File: config.mk
export PLATFORM = sky130hd
export DESIGN_NAME = dot_overlay_engine
export DESIGN_NICKNAME = d
export VERILOG_FILES = /design/src/rtl/dot_overlay_engine.sv
export SDC_FILE = /design/constraint.sdc
export NUM_CORES = 1
export LEC_CHECK = 0
export CAP_MARGIN = 20
export CELL_PAD_IN_SITES_DETAIL_PLACEMENT = 1
export CELL_PAD_IN_SITES_GLOBAL_PLACEMENT = 1
export CORE_ASPECT_RATIO = 0.7
export CORE_MARGIN = 2
export CORE_UTILIZATION = 45
export CTS_CLUSTER_SIZE = 24
export DETAILED_ROUTE_END_ITERATION = 16
export PLACE_DENSITY = 0.73
export SETUP_SLACK_MARGIN = 0.4
export SLEW_MARGIN = 40
export SYNTH_ARGS = -nofsm -noshare
export SYNTH_HDL_FRONTEND = slang
export SYNTH_SLANG_ARGS = --single-unit
export TNS_END_PERCENT = 10
File: constraint.sdc
create_clock -name clk -period 4.51 [get_ports clk]
set_clock_uncertainty 0.2 [all_clocks]
set_input_delay 0.6765 -clock clk [delete_from_list [all_inputs] [get_ports clk]]
set_output_delay 0.6765 -clock clk [all_outputs]
set_load 0.01 [all_outputs]
File: src/rtl/dot_overlay_engine.sv
// -----------------------------------------------------------------------------
// dot_overlay_engine
//
// Draws NUM_DOTS square dots and one goal square over a background colour on a
// VGA-style pixel stream. Each dot position has two copies:
//   - a shadow copy, written by the processor at any time;
//   - a displayed copy, used for drawing.
// All shadow positions are copied to the displayed positions in one clk on the
// rising edge of screen_end, so a frame never shows a half-updated position.
//
// Optional feature macro: DOT_OVERLAY_CHAMPION_EN
//   defined   -> a pixel whose lowest-index hitting dot is dot 0 is drawn
//                12'hF00 (champion colour); all other dots stay 12'h000.
//   undefined -> every dot is drawn 12'h000; no champion logic is built.
//
// Ports
//   clk        in   1   100 MHz system clock
//   reset      in   1   asynchronous, active-low reset
//   pix_en     in   1   one-clk strobe per 25 MHz pixel
//   x          in  10   current pixel column
//   y          in   9   current pixel row
//   active     in   1   visible region
//   screen_end in   1   high between frames
//   wr_en      in   1   position write request
//   wr_is_y    in   1   1 writes y, 0 writes x
//   wr_id      in  32   dot index
//   wr_data    in  32   new coordinate (x uses [9:0], y uses [8:0])
//   wr_ack     out  1   write accepted pulse
//   bg_color   in  12   background palette colour
//   rgb_out    out 12   {R,G,B} to the pins
//   hit_any    out  1   pixel covered by any dot
//   hit_id     out  5   lowest-index dot covering the pixel
//
// Write handshake: wr_en is a valid-only strobe. There is no ready; every
// cycle with wr_en=1 is taken (or discarded when wr_id>=NUM_DOTS) and is
// answered by a one-clk wr_ack on the following cycle, one write per clk.
// -----------------------------------------------------------------------------
module dot_overlay_engine #(
  parameter int          NUM_DOTS   = 8,
  parameter int          DOT_SIZE   = 1,
  parameter int          HOME_X     = 320,
  parameter int          HOME_Y     = 240,
  parameter int          GOAL_X     = 310,
  parameter int          GOAL_Y     = 50,
  parameter int          GOAL_SIZE  = 20,
  parameter logic [11:0] GOAL_COLOR = 12'h0D0
) (
  input  logic        clk,
  input  logic        reset,
  input  logic        pix_en,
  input  logic [9:0]  x,
  input  logic [8:0]  y,
  input  logic        active,
  input  logic        screen_end,
  input  logic        wr_en,
  input  logic        wr_is_y,
  input  logic [31:0] wr_id,
  input  logic [31:0] wr_data,
  output logic        wr_ack,
  input  logic [11:0] bg_color,
  output logic [11:0] rgb_out,
  output logic        hit_any,
  output logic [4:0]  hit_id
);

  localparam logic [9:0]  HOME_X_V  = 10'(HOME_X);
  localparam logic [8:0]  HOME_Y_V  = 9'(HOME_Y);
  localparam logic [31:0] NUM_DOTS_V = 32'(NUM_DOTS);

  // Range compares are done one bit wider than the coordinate so that
  // position + size can never wrap back to a small value at the screen edge.
  localparam logic [10:0] DOT_SIZE_X = 11'(DOT_SIZE);
  localparam logic [9:0]  DOT_SIZE_Y = 10'(DOT_SIZE);
  localparam logic [10:0] GOAL_X_LO  = 11'(GOAL_X);
  localparam logic [10:0] GOAL_X_HI  = 11'(GOAL_X + GOAL_SIZE);
  localparam logic [9:0]  GOAL_Y_LO  = 10'(GOAL_Y);
  localparam logic [9:0]  GOAL_Y_HI  = 10'(GOAL_Y + GOAL_SIZE);

  localparam logic [11:0] DOT_COLOR = 12'h000;
`ifdef DOT_OVERLAY_CHAMPION_EN
  localparam logic [11:0] CHAMPION_COLOR = 12'hF00;
`endif

  // ---------------------------------------------------------------------------
  // Position storage
  // ---------------------------------------------------------------------------
  logic [9:0] shadow_x [NUM_DOTS];
  logic [8:0] shadow_y [NUM_DOTS];
  logic [9:0] disp_x   [NUM_DOTS];
  logic [8:0] disp_y   [NUM_DOTS];

  logic       wr_take;      // write targets an existing dot
  logic       screen_end_q; // previous screen_end, for edge detection
  logic       commit;       // rising edge of screen_end

  assign wr_take = wr_en && (wr_id < NUM_DOTS_V);
  assign commit  = screen_end && !screen_end_q;

  // Only the low coordinate bits of wr_data are meaningful.
  logic unused_wr_data;
  assign unused_wr_data = &{1'b0, wr_data[31:10]};

  // Shadow copy: processor side, written on any clk regardless of pix_en.
  always_ff @(posedge clk or negedge reset) begin
    if (!reset) begin
      for (int i = 0; i < NUM_DOTS; i++) begin
        shadow_x[i] <= HOME_X_V;
        shadow_y[i] <= HOME_Y_V;
      end
    end else begin
      for (int i = 0; i < NUM_DOTS; i++) begin
        if (wr_take && (wr_id[4:0] == 5'(i))) begin
          if (wr_is_y) shadow_y[i] <= wr_data[8:0];
          else         shadow_x[i] <= wr_data[9:0];
        end
      end
    end
  end

  // Displayed copy: loaded from the shadow copy on the commit edge. Because
  // both registers update on the same edge, a write landing on the commit clk
  // is not seen here until the next commit.
  always_ff @(posedge clk or negedge reset) begin
    if (!reset) begin
      for (int i = 0; i < NUM_DOTS; i++) begin
        disp_x[i] <= HOME_X_V;
        disp_y[i] <= HOME_Y_V;
      end
    end else if (commit) begin
      for (int i = 0; i < NUM_DOTS; i++) begin
        disp_x[i] <= shadow_x[i];
        disp_y[i] <= shadow_y[i];
      end
    end
  end

  // Edge register and write acknowledge.
  always_ff @(posedge clk or negedge reset) begin
    if (!reset) begin
      screen_end_q <= 1'b0;
      wr_ack       <= 1'b0;
    end else begin
      screen_end_q <= screen_end;
      wr_ack       <= wr_en;
    end
  end

  // ---------------------------------------------------------------------------
  // Pixel hit logic
  // ---------------------------------------------------------------------------
  logic [10:0]         x_w;
  logic [9:0]          y_w;
  logic [NUM_DOTS-1:0] dot_hit;
  logic                any_hit;
  logic [4:0]          first_id;
  logic                goal_hit;
  logic [11:0]         pix_rgb;

  assign x_w = {1'b0, x};
  assign y_w = {1'b0, y};

  always_comb begin
    dot_hit = '0;
    for (int i = 0; i < NUM_DOTS; i++) begin
      dot_hit[i] = (x_w >= {1'b0, disp_x[i]}) &&
                   (x_w <  ({1'b0, disp_x[i]} + DOT_SIZE_X)) &&
                   (y_w >= {1'b0, disp_y[i]}) &&
                   (y_w <  ({1'b0, disp_y[i]} + DOT_SIZE_Y));
    end
  end

  // Lowest hitting index: scan downward so the smallest index wins.
  always_comb begin
    first_id = 5'd0;
    for (int i = NUM_DOTS - 1; i >= 0; i--) begin
      if (dot_hit[i]) first_id = 5'(i);
    end
  end

  assign any_hit  = |dot_hit;
  assign goal_hit = (x_w >= GOAL_X_LO) && (x_w < GOAL_X_HI) &&
                    (y_w >= GOAL_Y_LO) && (y_w < GOAL_Y_HI);

  // Colour priority: blanking, dot, goal, background.
  always_comb begin
    pix_rgb = bg_color;
    if (!active) begin
      pix_rgb = 12'h000;
    end else if (any_hit) begin
`ifdef DOT_OVERLAY_CHAMPION_EN
      pix_rgb = (first_id == 5'd0) ? CHAMPION_COLOR : DOT_COLOR;
`else
      pix_rgb = DOT_COLOR;
`endif
    end else if (goal_hit) begin
      pix_rgb = GOAL_COLOR;
    end
  end

  // One pix_en of latency from x/y/active to the outputs.
  always_ff @(posedge clk or negedge reset) begin
    if (!reset) begin
      rgb_out <= 12'h000;
      hit_any <= 1'b0;
      hit_id  <= 5'd0;
    end else if (pix_en) begin
      rgb_out <= pix_rgb;
      hit_any <= any_hit;
      hit_id  <= any_hit ? first_id : 5'd0;
    end
  end

endmodule

After elaboration in Yosys (flattened, before gate mapping)
Index checks and enable logic that the tools add are counted.
{ "totals": {"latchBits": 0, "in_bits": 102, "ram_bits": 0, "wordCells": 166, "n_memories": 0, "out_inout_bits": 19, "mem_bits_ro": 0, "reg_bits": 324} }
{ "classes": {"muxes": 12, "eq_ne": 7, "reduce_logical": 56, "n_div": 0, "n_addsub": 16, "magnitude_cmp": 37, "shifts": 0, "n_mul": 0, "bitwise": 1} }
{ "op_table": {"columns": ["operator", "count"], "rows": [
  ["adder 10 x 1 -> 11 bit, second input constant", 8],
  ["less-than comparator 10 x 11 -> 1 bit", 8],
  ["adder 9 x 1 -> 10 bit, second input constant", 8],
  [">= comparator 10 bit", 8],
  ["less-than comparator 9 x 10 -> 1 bit", 8],
  [">= comparator 9 bit", 8],
  ["two-way mux 5 bit", 8],
  ["logical AND 1 bit", 37],
  ["two-way mux 12 bit", 3],
  ["less-than comparator 32 x 4 -> 1 bit, second input constant", 1],
  ["AND reduction 2 bit", 16],
  ["== test 5 x 3 -> 1 bit, second input constant", 4],
  ["== test 5 x 2 -> 1 bit, second input constant", 2],
  [">= comparator 10 x 9 -> 1 bit, second input constant", 1],
  ["less-than comparator 10 x 9 -> 1 bit, second input constant", 1],
  [">= comparator 9 x 6 -> 1 bit, second input constant", 1],
  ["less-than comparator 9 x 7 -> 1 bit, second input constant", 1],
  ["OR reduction 8 bit", 1],
  ["== test 5 x 1 -> 1 bit, second input constant", 1],
  ["logical NOT 5 bit", 1],
  ["two-way mux 3 bit", 1],
  ["logical NOT 1 bit", 1],
  ["NOT 1 bit", 1]
]} }

Depth between registers and ports, before layout
Gate-level depths: netlist of the first run.
{ "depth": {"word_depth": 14, "depth_mapped": 15, "mapped_depth_nobuf": 14} }

Worst setup path after synthesis of the first run
Ideal clock, no wire load.
{ "synth_timing": {"path_kind": "register to register", "start": "reg disp_y[13] in the netlist's numbering", "end": "reg hit_id[0]", "path_stages_with_launch": 15, "t_arrival_ns": 2.789, "path_buffers": 0, "required_time_ns": 4.176, "setup_slack_ns": 1.387, "setup_time_ns": 0.134, "synth_period_minus_slack_ns": 3.123, "path_cell_list": "dfstp_2 inv_1 nor4_4 and3_1 nand2_1 xnor2_1 ha_1 nor3_1 nand3_1 a41oi_1 a311oi_1 a2111oi_2 nor2b_1 o311ai_0 a31oi_1"} }
{ "synth_between": {"elab_chain_len": 11, "word_cells_on_any_way": 14, "classes_between": "add/sub (1); order compare (2); mux (8); reduce/logical (3)"} }
{ "synth_lines": {"columns": ["element", "line_no", "text"], "rows": [
  ["from (decl)", "90", "logic [8:0] disp_y [NUM_DOTS];"],
  ["from (signal, indexed assignment)", "132", "disp_y[i] <= shadow_y[i];"],
  ["adder 9 x 1 -> 10 bit / >= comparator 9 bit (equally long branches)", "168, 167", null],
  ["less-than comparator 9 x 10 -> 1 bit / logical AND 1 bit (equally long branches)", "168, 166", null],
  ["logical AND 1 bit *", "167", "(y_w >= {1'b0, disp_y[i]}) &&"],
  ["two-way mux 5 bit (7 in a row)", "176", "if (dot_hit[i]) first_id = 5'(i);"],
  ["two-way mux 5 bit *", "209", "hit_id <= any_hit ? first_id : 5'd0;"],
  ["to (signal assigned)", "209", null],
  ["to (decl)", "63", "output logic [4:0] hit_id"]
]} }
Mark *: on every way between the ends. The rest lies on a longest branch, timed or not.
A chain may end at the register's enable or synchronous reset.

Worst setup path in the final report of the first run
{ "layout_timing": {"start": "reg disp_x[12] in the netlist's numbering", "end": "reg hit_id[0]"} }
{ "layout_between": {"elab_chain_len": 13, "word_cells_on_any_way": 15, "classes_between": "add/sub (1); order compare (2); mux (8); reduce/logical (4)"} }
{ "layout_lines": {"columns": ["element", "line_no", "text"], "rows": [
  ["from (decl)", "89", "logic [9:0] disp_x [NUM_DOTS];"],
  ["from (signal, indexed assignment)", "131", "disp_x[i] <= shadow_x[i];"],
  ["adder 10 x 1 -> 11 bit", "166", "(x_w < ({1'b0, disp_x[i]} + DOT_SIZE_X)) &&"],
  ["less-than comparator 10 x 11 -> 1 bit", "166", null],
  ["logical AND 1 bit *", "165", "dot_hit[i] = (x_w >= {1'b0, disp_x[i]}) &&"],
  ["logical AND 1 bit *", "166", null],
  ["logical AND 1 bit *", "167", null],
  ["two-way mux 5 bit (7 in a row)", "176", null],
  ["two-way mux 5 bit *", "209", null]
]} }
Marked as above.

==> flow_metrics.py, run 1 <==
metrics = {
    "status": {
        "status": "finished clean",
    },
    "layout": {
        "final_cell_area_sq_um": 24300,
        "area_growth_pct": 15.5,
        "final_cell_mix": "ha_1 (320), dfrtp_1 (226), nand2_1 (222), o21ai_0 (211), inv_1 (175)",
        "drive_gt1_frac": 0.176,
        "stdcell_count": 2870,
        "multi_input_area_sq_um": 12000,
        "finalNetCount": 2652,
        "register_area_sq_um": 8180,
        "final_common_cell": "ha_1",
        "filler_cell_count": 5143,
        "fin_util": 0.525,
    },
    "worst_setup_path": {
        "crit_path_end_kind": "flop",
        "crit_chain": "nand3_1 -> nor3_1 -> xnor2_1 -> ha_1 -> a211o_1 -> o31a_1 -> o31a_1 -> a2111oi_2 -> buf_4 -> nor2b_1 -> o311ai_0 -> buf_4 -> a31oi_1",
        "crit_start": "disp_x[12]",
        "crit_type": "flop to flop",
        "critPathMaxFanout": 5,
        "crit_buf_inv": 2,
        "critPathArrivalTime_ps": 4060,
        "slowest_stage": "dfrtp_1",
        "r2r-start": "disp_x[12]",
        "rrSetupSlack_ps": 670,
        "start_kind": "flop",
        "critPathRequiredTime_ps": 4730,
        "critPathTopFamily": "compound AO/OA/AOI/OAI gates",
        "critPathMaxStageDelay_ps": 440,
    },
    "synthesis": {
        "synth-seq-cells": 322,
        "syn_area_per_cell_sq_um": 10.1,
        "synthArstFlopShare": 1.00,
        "ys_warn_count": 0,
        "yosys-top-cells-area": "dfrtp_1 (27%), ha_1 (19%), dfstp_2 (12%)",
        "synth_edf_count": 0,
        "syn-cell-area_sq_um": 21000,
        "ys.flop_type": "dfrtp_1",
        "synth_top_cell_area_share": 0.269,
        "yosysTopAreaCell": "dfrtp_1",
        "synth_cell_types": 74,
        "syn_inst": 2085,
        "ys_seq_area_frac": 0.389,
    },
    "power_and_ir_drop": {
        "p_total_mw": 6.68,
        "peakVddDrop_mv": 0.201,
        "combPwrFrac": 0.120,
        "p_sw_mw": 1.75,
        "seqPwrFrac": 0.437,
        "leakage_nw": 10.2,
        "p_sw_frac": 0.261,
        "p_int_mw": 4.93,
        "power_density_nw_per_um2": 275,
        "clock_power_share": 0.443,
    },
    "global_route": {
        "grtUsageTotal": 0.268,
        "antenna_found_initial": 1,
        "grt_pass1_vias": 17500,
        "grt_pass1_wl_um": 99800,
        "grt-ovfl-total": 0,
        "grt_max_degree": 89,
    },
    "timing": {
        "finalHoldViolCount": 0,
        "slew_viol_final": 0,
        "slew_headroom": 0.459,
        "setup_viol": 0,
        "setup_ws_ps": 672,
        "max_freq_mhz": 261,
        "timing.final.crit_share": 0.851,
        "tns_ps": 0,
        "holdWs_ps": 279,
        "worst_pin_slew_ps": 809,
        "fin_crit_ps": 3840,
        "grt_setup_unrepaired": "false",
    },
    "min_path": {
        "min_path_type": "flop to flop",
        "hp-start": "shadow_y[27]",
    },
    "place": {
        "place_ws_ps": 228,
        "io_buffers": 96,
        "dp_cells": 2804,
        "placed_area_sq_um": 23100,
        "dpl.hpwl_um": 45700,
        "gp_congestion": 0.869,
    },
    "clock_network": {
        "clk_latency_ps": 540,
        "cts_setup_buffers": 0,
        "clock-sinks": 322,
        "clkTransAtPathRegs_ps": 60,
        "ctsLongestPathBuffers": 3,
        "cts_tree": "yes",
        "numCtsBuffers": 35,
        "cts-root-buf": "clkbuf_16",
        "htreeDepth": 2,
    },
    "detailed_routing": {
        "vias": 16500,
        "drtIter0Drc": 949,
        "wire_per_inst_um": 22.0,
        "post_drt_via_cell_ratio": 5.74,
        "ant_nets": 0,
        "routed_wl_um": 63100,
        "firstDrtPassIters": 5,
        "drcViolationCount": 0,
    },
    "floorplanning": {
        "die_w_um": 262,
        "ios": 121,
        "fp.coreArea_sq_um": 46200,
        "die_h_um": 185,
        "initial_core_util": 0.454,
        "dieArea_sq_um": 48400,
        "rows": 66,
    },
    "run": {
        "max-cap-violations": 0,
    },
}
[power by group through the flow]
stage	clock [mW]	sequential, mW	combinational [mW]
after global routing	3.14	2.92	0.887
after CTS	3.03	2.92	0.804
after floorplan	0	2.98	0.328
after detailed placement	0	2.97	0.796
after global placement	0	2.97	0.754
final	2.96	2.92	0.801
[flip-flops by register name, indices dropped and copies added (netlist names), 3 cells and up]
register  count
disp_x       80
shadow_x     80
disp_y       72
shadow_y     72
rgb_out      12
hit_id        3
[kinds of logic (layout without fill, tap and decap cells)]
logic type / after synthesis / after routing / share of synthesized area
muxes: 153 / 153 / 0.0820
xor gates and xnor gates: 120 / 120 / 0.0501
and+or+nand+nor: 505 / 505 / 0.119
buffers and inverters: 231 / 401 / 0.0420
DFF: 322 / 322 / 0.389
adders and majority gates: 320 / 320 / 0.191
AOI/OAI and AO/OA: 433 / 433 / 0.127
other: 1 / 4 / 0.000179
[cells in the mapped netlist (5+ instances only)]
cell / number
nor4_1: 14
nand2_1: 222
o21ai_0: 211
inv_1: 175
o21a_1: 16
dfrtp_1: 226
o2bb2ai_1: 13
a31oi_1: 10
clkbuf_1: 48
nor4_2: 6
xnor2_1: 120
a211o_1: 12
a21boi_0: 5
nand3_1: 91
nor3_1: 31
mux2_2: 152
a2111oi_0: 7
dfstp_2: 96
nor2_1: 45
a211oi_1: 14
o2111ai_1: 8
o211ai_1: 17
ha_1: 320
a21o_1: 20
nand4_1: 24
and3_1: 10
a22oi_1: 5
and4_1: 8
a21oi_1: 57
nor2b_1: 11
nand2b_1: 18
[repair_timing]
item | 4_1_cts | 5_1_grt
hold endpoints to repair | 59 | 0
hold buffers | 1 | 0
resized for setup | 0 | 1
setup endpoints to repair | 0 | 2
[layer usage]
metal	wire [um]	global-route usage	share of wire
met2	28200	0.425	0.45
met5	0	0	0
met1	30500	0.382	0.48
met4	1610	0.0753	0.025
met3	2870	0.0348	0.045
[final cells by class]
type                    instances  share of cell area
diodes                          2            0.000206
clock buffers                  52              0.0425
clock inverters                11             0.00459
inverters                     176              0.0272
multi-input cells            1533               0.493
flip-flops and latches        322               0.337
well taps                     612              0.0316
repair buffers                162              0.0640
[final timing paths]
| path | end | cells past startpoint |
|---|---|---|
| max | hit_id[0] | 13 |
| min | disp_y[27] | 2 |
| max reg2reg | hit_id[0] | 13 |
| min reg2reg | disp_y[27] | 2 |
| max in group asynchronous | shadow_y[40] | 3 |
| min in group asynchronous | disp_x[60] | 2 |
[tightest hold or removal path: cells and delay by family, from the launching register on]
kind / cells / cell delay [ps]
flops: 1 / 340
compound gates: 1 / 60
simple gates: 1 / 50
Note: power is estimated with default switching activity, not from simulation.
==> run 2, diff against run 1 <==
--- a/config.mk
+++ b/config.mk
@@ -8,7 +8,6 @@
 export CAP_MARGIN = 20
 export CELL_PAD_IN_SITES_DETAIL_PLACEMENT = 1
 export CELL_PAD_IN_SITES_GLOBAL_PLACEMENT = 1
-export CORE_ASPECT_RATIO = 0.7
 export CORE_MARGIN = 2
 export CORE_UTILIZATION = 45
 export CTS_CLUSTER_SIZE = 24
==> flow_metrics.py, run 2 (same netlist as run 1, synthesis figures left out) <==
metrics = {
    "worst_setup_path": {
        "critPathMaxFanout": 4,
        "rr_worst_depth": 15,
        "start_kind": "flop",
        "critPathMaxStageDelay_ps": 540,
        "slowest_stage": "dfstp_2",
        "crit_chain": "inv_1 -> nor4_4 -> and3_1 -> nand2_1 -> xnor2_1 -> ha_1 -> nor3_1 -> nand3_1 -> a41oi_1 -> a311oi_1 -> a2111oi_2 -> buf_4 -> nor2_1 -> o31ai_1 -> a22o_2",
        "crit_type": "flop to flop",
        "critPathArrivalTime_ps": 4100,
        "critPathRequiredTime_ps": 4820,
        "crit_path_end_kind": "flop",
    },
    "detailed_routing": {
        "wire_per_inst_um": 21.4,
        "post_drt_via_cell_ratio": 5.74,
        "ant_nets": 0,
        "routed_wl_um": 61000,
        "drtIter0Drc": 742,
        "firstDrtPassIters": 5,
        "drcViolationCount": 0,
        "vias": 16400,
    },
    "power_and_ir_drop": {
        "leakage_nw": 10.2,
        "combPwrFrac": 0.111,
        "p_int_mw": 5.21,
        "clock_power_share": 0.471,
        "p_sw_frac": 0.254,
        "p_sw_mw": 1.77,
        "peakVddDrop_mv": 0.326,
        "power_density_nw_per_um2": 288,
        "seqPwrFrac": 0.419,
    },
    "layout": {
        "largest_registers": "disp_x (80), shadow_x (80)",
        "filler_cell_count": 5089,
        "drive_gt1_frac": 0.171,
        "final_cell_mix": "ha_1 (320), dfrtp_1 (226), nand2_1 (222), o21ai_0 (210), inv_1 (175)",
        "finalNetCount": 2634,
        "final_common_cell": "ha_1",
        "fin_util": 0.524,
        "area_growth_pct": 15.4,
        "antenna_cells": 0,
    },
    "timing": {
        "grt_setup_unrepaired": "false",
        "setup_viol": 0,
        "max_freq_mhz": 264,
        "timing.final.crit_share": 0.839,
        "slew_viol_final": 0,
        "tns_ps": 0,
        "holdWs_ps": 271,
        "slew_headroom": 0.448,
        "finalHoldViolCount": 0,
        "fin_crit_ps": 3790,
        "worst_pin_slew_ps": 828,
    },
    "floorplanning": {
        "ios": 121,
        "die_w_um": 220,
        "rows": 79,
        "dieArea_sq_um": 48400,
        "die_h_um": 220,
        "fp.coreArea_sq_um": 46300,
        "initial_core_util": 0.454,
    },
    "run": {
        "max-cap-violations": 0,
    },
    "min_path": {
        "min_path_type": "flop to flop",
        "worstHoldPathCells": 2,
    },
    "clock_network": {
        "clk_latency_ps": 570,
        "clkTransAtPathRegs_ps": 60,
        "cts-root-buf": "clkbuf_16",
        "ctsLongestPathBuffers": 3,
        "htreeDepth": 2,
        "clock-sinks": 322,
        "cts_setup_buffers": 0,
        "cts_tree": "yes",
        "numCtsBuffers": 39,
    },
    "global_route": {
        "grt_max_degree": 221,
        "grt_pass1_vias": 17700,
        "grt-ovfl-total": 0,
        "grtUsageTotal": 0.261,
        "antenna_found_initial": 2,
        "grt_pass1_wl_um": 97500,
    },
    "place": {
        "io_buffers": 96,
        "gp_congestion": 0.846,
        "dpl.hpwl_um": 42400,
    },
    "status": {
        "status": "finished clean",
    },
}
## run 2: what timing repair did
| action | CTS | global route |
|---|---|---|
| hold buffers | 1 | 0 |
| endpoints found under the hold margin | 29 | 0 |
| setup endpoints to repair | 0 | 14 |
| gates resized for setup | 0 | 3 |
## run 2: power by group through the flow
| stage | Combinational [mW] | Clock [mW] | Sequential, mW |
|---|---|---|---|
| floorplan | 0.328 | 0 | 2.98 |
| global placement | 0.726 | 0 | 2.97 |
| detailed placement | 0.765 | 0 | 2.97 |
| CTS | 0.775 | 3.36 | 2.92 |
| global route | 0.859 | 3.47 | 2.92 |
| finish | 0.772 | 3.29 | 2.92 |
## run 2: through the flow
stage          cell area [sq um]  instances  total power [mW]  setup WS [ps]
2_1_floorplan              21000       2086              3.31           1390
3_3_place_gp               22800       2775              3.70            167
3_5_place_dp               22900       2776              3.74            154
4_1_cts                    24200       2847              7.06            498
5_1_grt                    24200       2848              7.25            431
6_report                   24200       2848              6.98            725
## run 2: area by class of cell
cell class / count / area, sq um / area share
Tap cell: 607 / 759 / 0.0313
Timing Repair Buffer: 140 / 1350 / 0.0558
Sequential cell: 322 / 8180 / 0.338
Inverter: 176 / 661 / 0.0273
Multi-Input combinational cell: 1533 / 12000 / 0.494
Clock buffer: 57 / 1150 / 0.0473
Clock inverter: 13 / 175 / 0.00723
## run 2: critical path: cells and delay by family, from the launching register on
family | cells | cell delay [ps]
AO/OA/AOI/OAI | 5 | 1330
AND/OR/NAND/NOR | 6 | 1010
adder cells (fa/ha/maj) | 1 | 190
XOR/XNOR | 1 | 140
buffers and inverters | 2 | 320
flip-flops | 1 | 540
## run 2: final timing paths
path | from | end | slack [ps]
worst max-delay path | disp_y[13] | hit_id[1] | 720
worst min-delay path | shadow_x[1] | disp_x[1] | 270
worst max register to register | disp_y[13] | hit_id[1] | 720
worst min register to register | shadow_x[1] | disp_x[1] | 270
max in group asynchronous | reset | shadow_y[5] | 2540
min in group asynchronous | reset | disp_x[54] | 380
## run 2: layer usage
layer / vias up / part of all wire / global-route usage
li1: 7679 / - / -
met1: 8321 / 0.45 / 0.338
met2: 251 / 0.49 / 0.453
met3: 100 / 0.039 / 0.0392
met4: 0 / 0.024 / 0.0723
met5: - / 0 / 0
==> run 3, diff against run 2 <==
==> constraint.sdc (replaced) <==
create_clock -name clk -period 3.9 [get_ports clk]
set_clock_uncertainty 0.2 [all_clocks]
set_input_delay 0.585 -clock clk [delete_from_list [all_inputs] [get_ports clk]]
set_output_delay 0.585 -clock clk [all_outputs]
set_load 0.01 [all_outputs]
==> flow_metrics.py, run 3 (same netlist as run 1, synthesis figures left out) <==
metrics = {
    "status": {
        "status": "finished clean",
    },
    "global_route": {
        "grtUsageTotal": 0.262,
        "top_usage_layer": "met2",
        "antenna_found_initial": 2,
        "grt-ovfl-total": 0,
        "grt_pass1_wl_um": 98100,
        "met3_usage": 0.0322,
        "met1_usage": 0.341,
        "gr-usage-met2": 0.453,
        "grt_pass1_vias": 17800,
        "grt_max_degree": 106,
    },
    "layout": {
        "final_cell_area_sq_um": 24800,
        "finalNetCount": 2676,
        "drive_gt1_frac": 0.194,
        "largest_registers": "disp_x (80), shadow_x (80)",
        "final_cell_mix": "ha_1 (318), dfrtp_1 (226), nand2_1 (222), o21ai_0 (208), inv_1 (173)",
        "final_common_cell": "ha_1",
        "area_growth_pct": 18.1,
    },
    "power_and_ir_drop": {
        "p_sw_mw": 2.05,
        "p_total_mw": 7.83,
        "combPwrFrac": 0.124,
        "peakVddDrop_mv": 0.307,
        "p_sw_frac": 0.262,
        "seqPwrFrac": 0.432,
        "clock_power_share": 0.444,
        "power_density_nw_per_um2": 316,
        "p_int_mw": 5.78,
        "leakage_nw": 10.4,
    },
    "detailed_routing": {
        "firstDrtPassIters": 4,
        "routed_wl_um": 61700,
        "wire_per_inst_um": 21.4,
        "post_drt_via_cell_ratio": 5.73,
        "drtIter0Drc": 591,
        "drcViolationCount": 0,
        "ant_nets": 0,
        "vias": 16600,
    },
    "timing": {
        "timing.final.crit_share": 0.913,
        "worst_pin_slew_ps": 873,
        "setup_ws_ps": 339,
        "max_freq_mhz": 281,
        "slew_headroom": 0.411,
        "tns_ps": 0,
        "fin_crit_ps": 3560,
        "slew_viol_final": 0,
        "setup_viol": 0,
        "grt_setup_unrepaired": "true",
        "finalHoldViolCount": 0,
        "holdWs_ps": 272,
    },
    "floorplanning": {
        "initial_core_util": 0.454,
        "fp.coreArea_sq_um": 46300,
        "die_h_um": 220,
        "dieArea_sq_um": 48400,
        "rows": 79,
        "die_w_um": 220,
        "ios": 121,
    },
    "min_path": {
        "min_to": "disp_y[56]",
        "min_path_type": "flop to flop",
        "worstHoldPathCells": 2,
        "hp-start": "shadow_y[56]",
    },
    "worst_setup_path": {
        "rr_worst_depth": 15,
        "crit_start": "disp_y[13]",
        "critPathRequiredTime_ps": 4130,
        "crit_path_end_kind": "flop",
        "crit_type": "flop to flop",
        "r2r-start": "disp_y[13]",
        "critPathMaxFanout": 4,
        "critPathArrivalTime_ps": 3790,
        "start_kind": "flop",
        "regToRegEndpoint": "hit_id[0]",
        "rrSetupSlack_ps": 340,
    },
    "clock_network": {
        "htreeDepth": 2,
        "numCtsBuffers": 38,
        "clk_latency_ps": 570,
        "cts_tree": "yes",
        "clkTransAtPathRegs_ps": 60,
        "ctsLongestPathBuffers": 3,
        "clock-sinks": 322,
        "cts-root-buf": "clkbuf_16",
    },
    "place": {
        "gp_congestion": 0.841,
        "place_ws_ps": -220,
        "placed_area_sq_um": 23400,
        "io_buffers": 96,
        "dpl.hpwl_um": 43600,
    },
    "run": {
        "max-cap-violations": 0,
    },
}
==> run 3: cell count changes in the layout (fill, tap and decap cells not counted), sizes merged <==
cell / previous run / this run
clkinvlp: 1 / 2
clkdlybuf4s50: 90 / 93
nand3: 93 / 94
inv: 176 / 178
bufinv: 4 / 1
buf: 49 / 88
diode: 0 / 1
clkbuf: 57 / 56
==> run 3: timing repair <==
item,4_1_cts,5_1_grt
buffers inserted,3,1
resized for setup,15,21
hold buffers,1,0
pin swaps,5,14
gates cloned,0,1
setup endpoints to repair,16,16
endpoints found under the hold margin,59,0
==> run 3: power groups by stage <==
stage	Combinational, mW	Clock [mW]	Sequential [mW]
finish	0.968	3.48	3.38
global route	1.06	3.70	3.38
CTS	0.952	3.57	3.38
detailed placement	0.931	0	3.43
global placement	0.886	0	3.43
floorplan	0.380	0	3.44
==> run 3: worst max-delay path: stages (launching register included) <==
cell and delay (ps):
dfstp_2 540, inv_2 70, nor4_4 350, nand3_1 140, xnor2_1 160, ha_1 310
a22oi_2 170, nand3_1 110, a41oi_2 210, a311oi_2 100, a2111oi_4 410, buf_12 160
nor2b_1 40, o311ai_1 220, buf_4 160, a31oi_1 80
==> run 3: how the worst max path moves through the flow <==
stage	endpoint	slack (ps)	cells after the start
2_1_floorplan	hit_id[0]	780	14
3_3_place_gp	hit_any	-150	13
3_5_place_dp	rgb_out[1]	-220	13
5_1_grt	rgb_out[4]	210	16
4_1_cts	hit_id[0]	380	15
6_report	hit_id[0]	340	15
==> run 3: per-stage QoR <==
step                std cells  utilization
finish                   2891        0.536
floorplan                2086            -
detailed placement       2814        0.505
CTS                      2887        0.533
global placement         2814        0.505
global route             2890        0.536
==> run 3: area by class of cell <==
class,count,area (sq um)
fillers,5070,21500
multi-input cells,1534,12100
flip-flops and latches,322,8180
repair buffers,182,1870
clock buffers,56,1090
well taps,607,759
inverters,176,661
clock inverters,13,110
diodes,1,2.50
==> run 3: per-layer routing <==
| layer | wire length, um | part of all wire | up-vias |
|---|---|---|---|
| li1 | - | - | 7794 |
| met1 | 27800 | 0.45 | 8409 |
| met2 | 30000 | 0.49 | 271 |
| met3 | 2160 | 0.035 | 98 |
| met4 | 1830 | 0.030 | 0 |
| met5 | 0 | 0 | - |
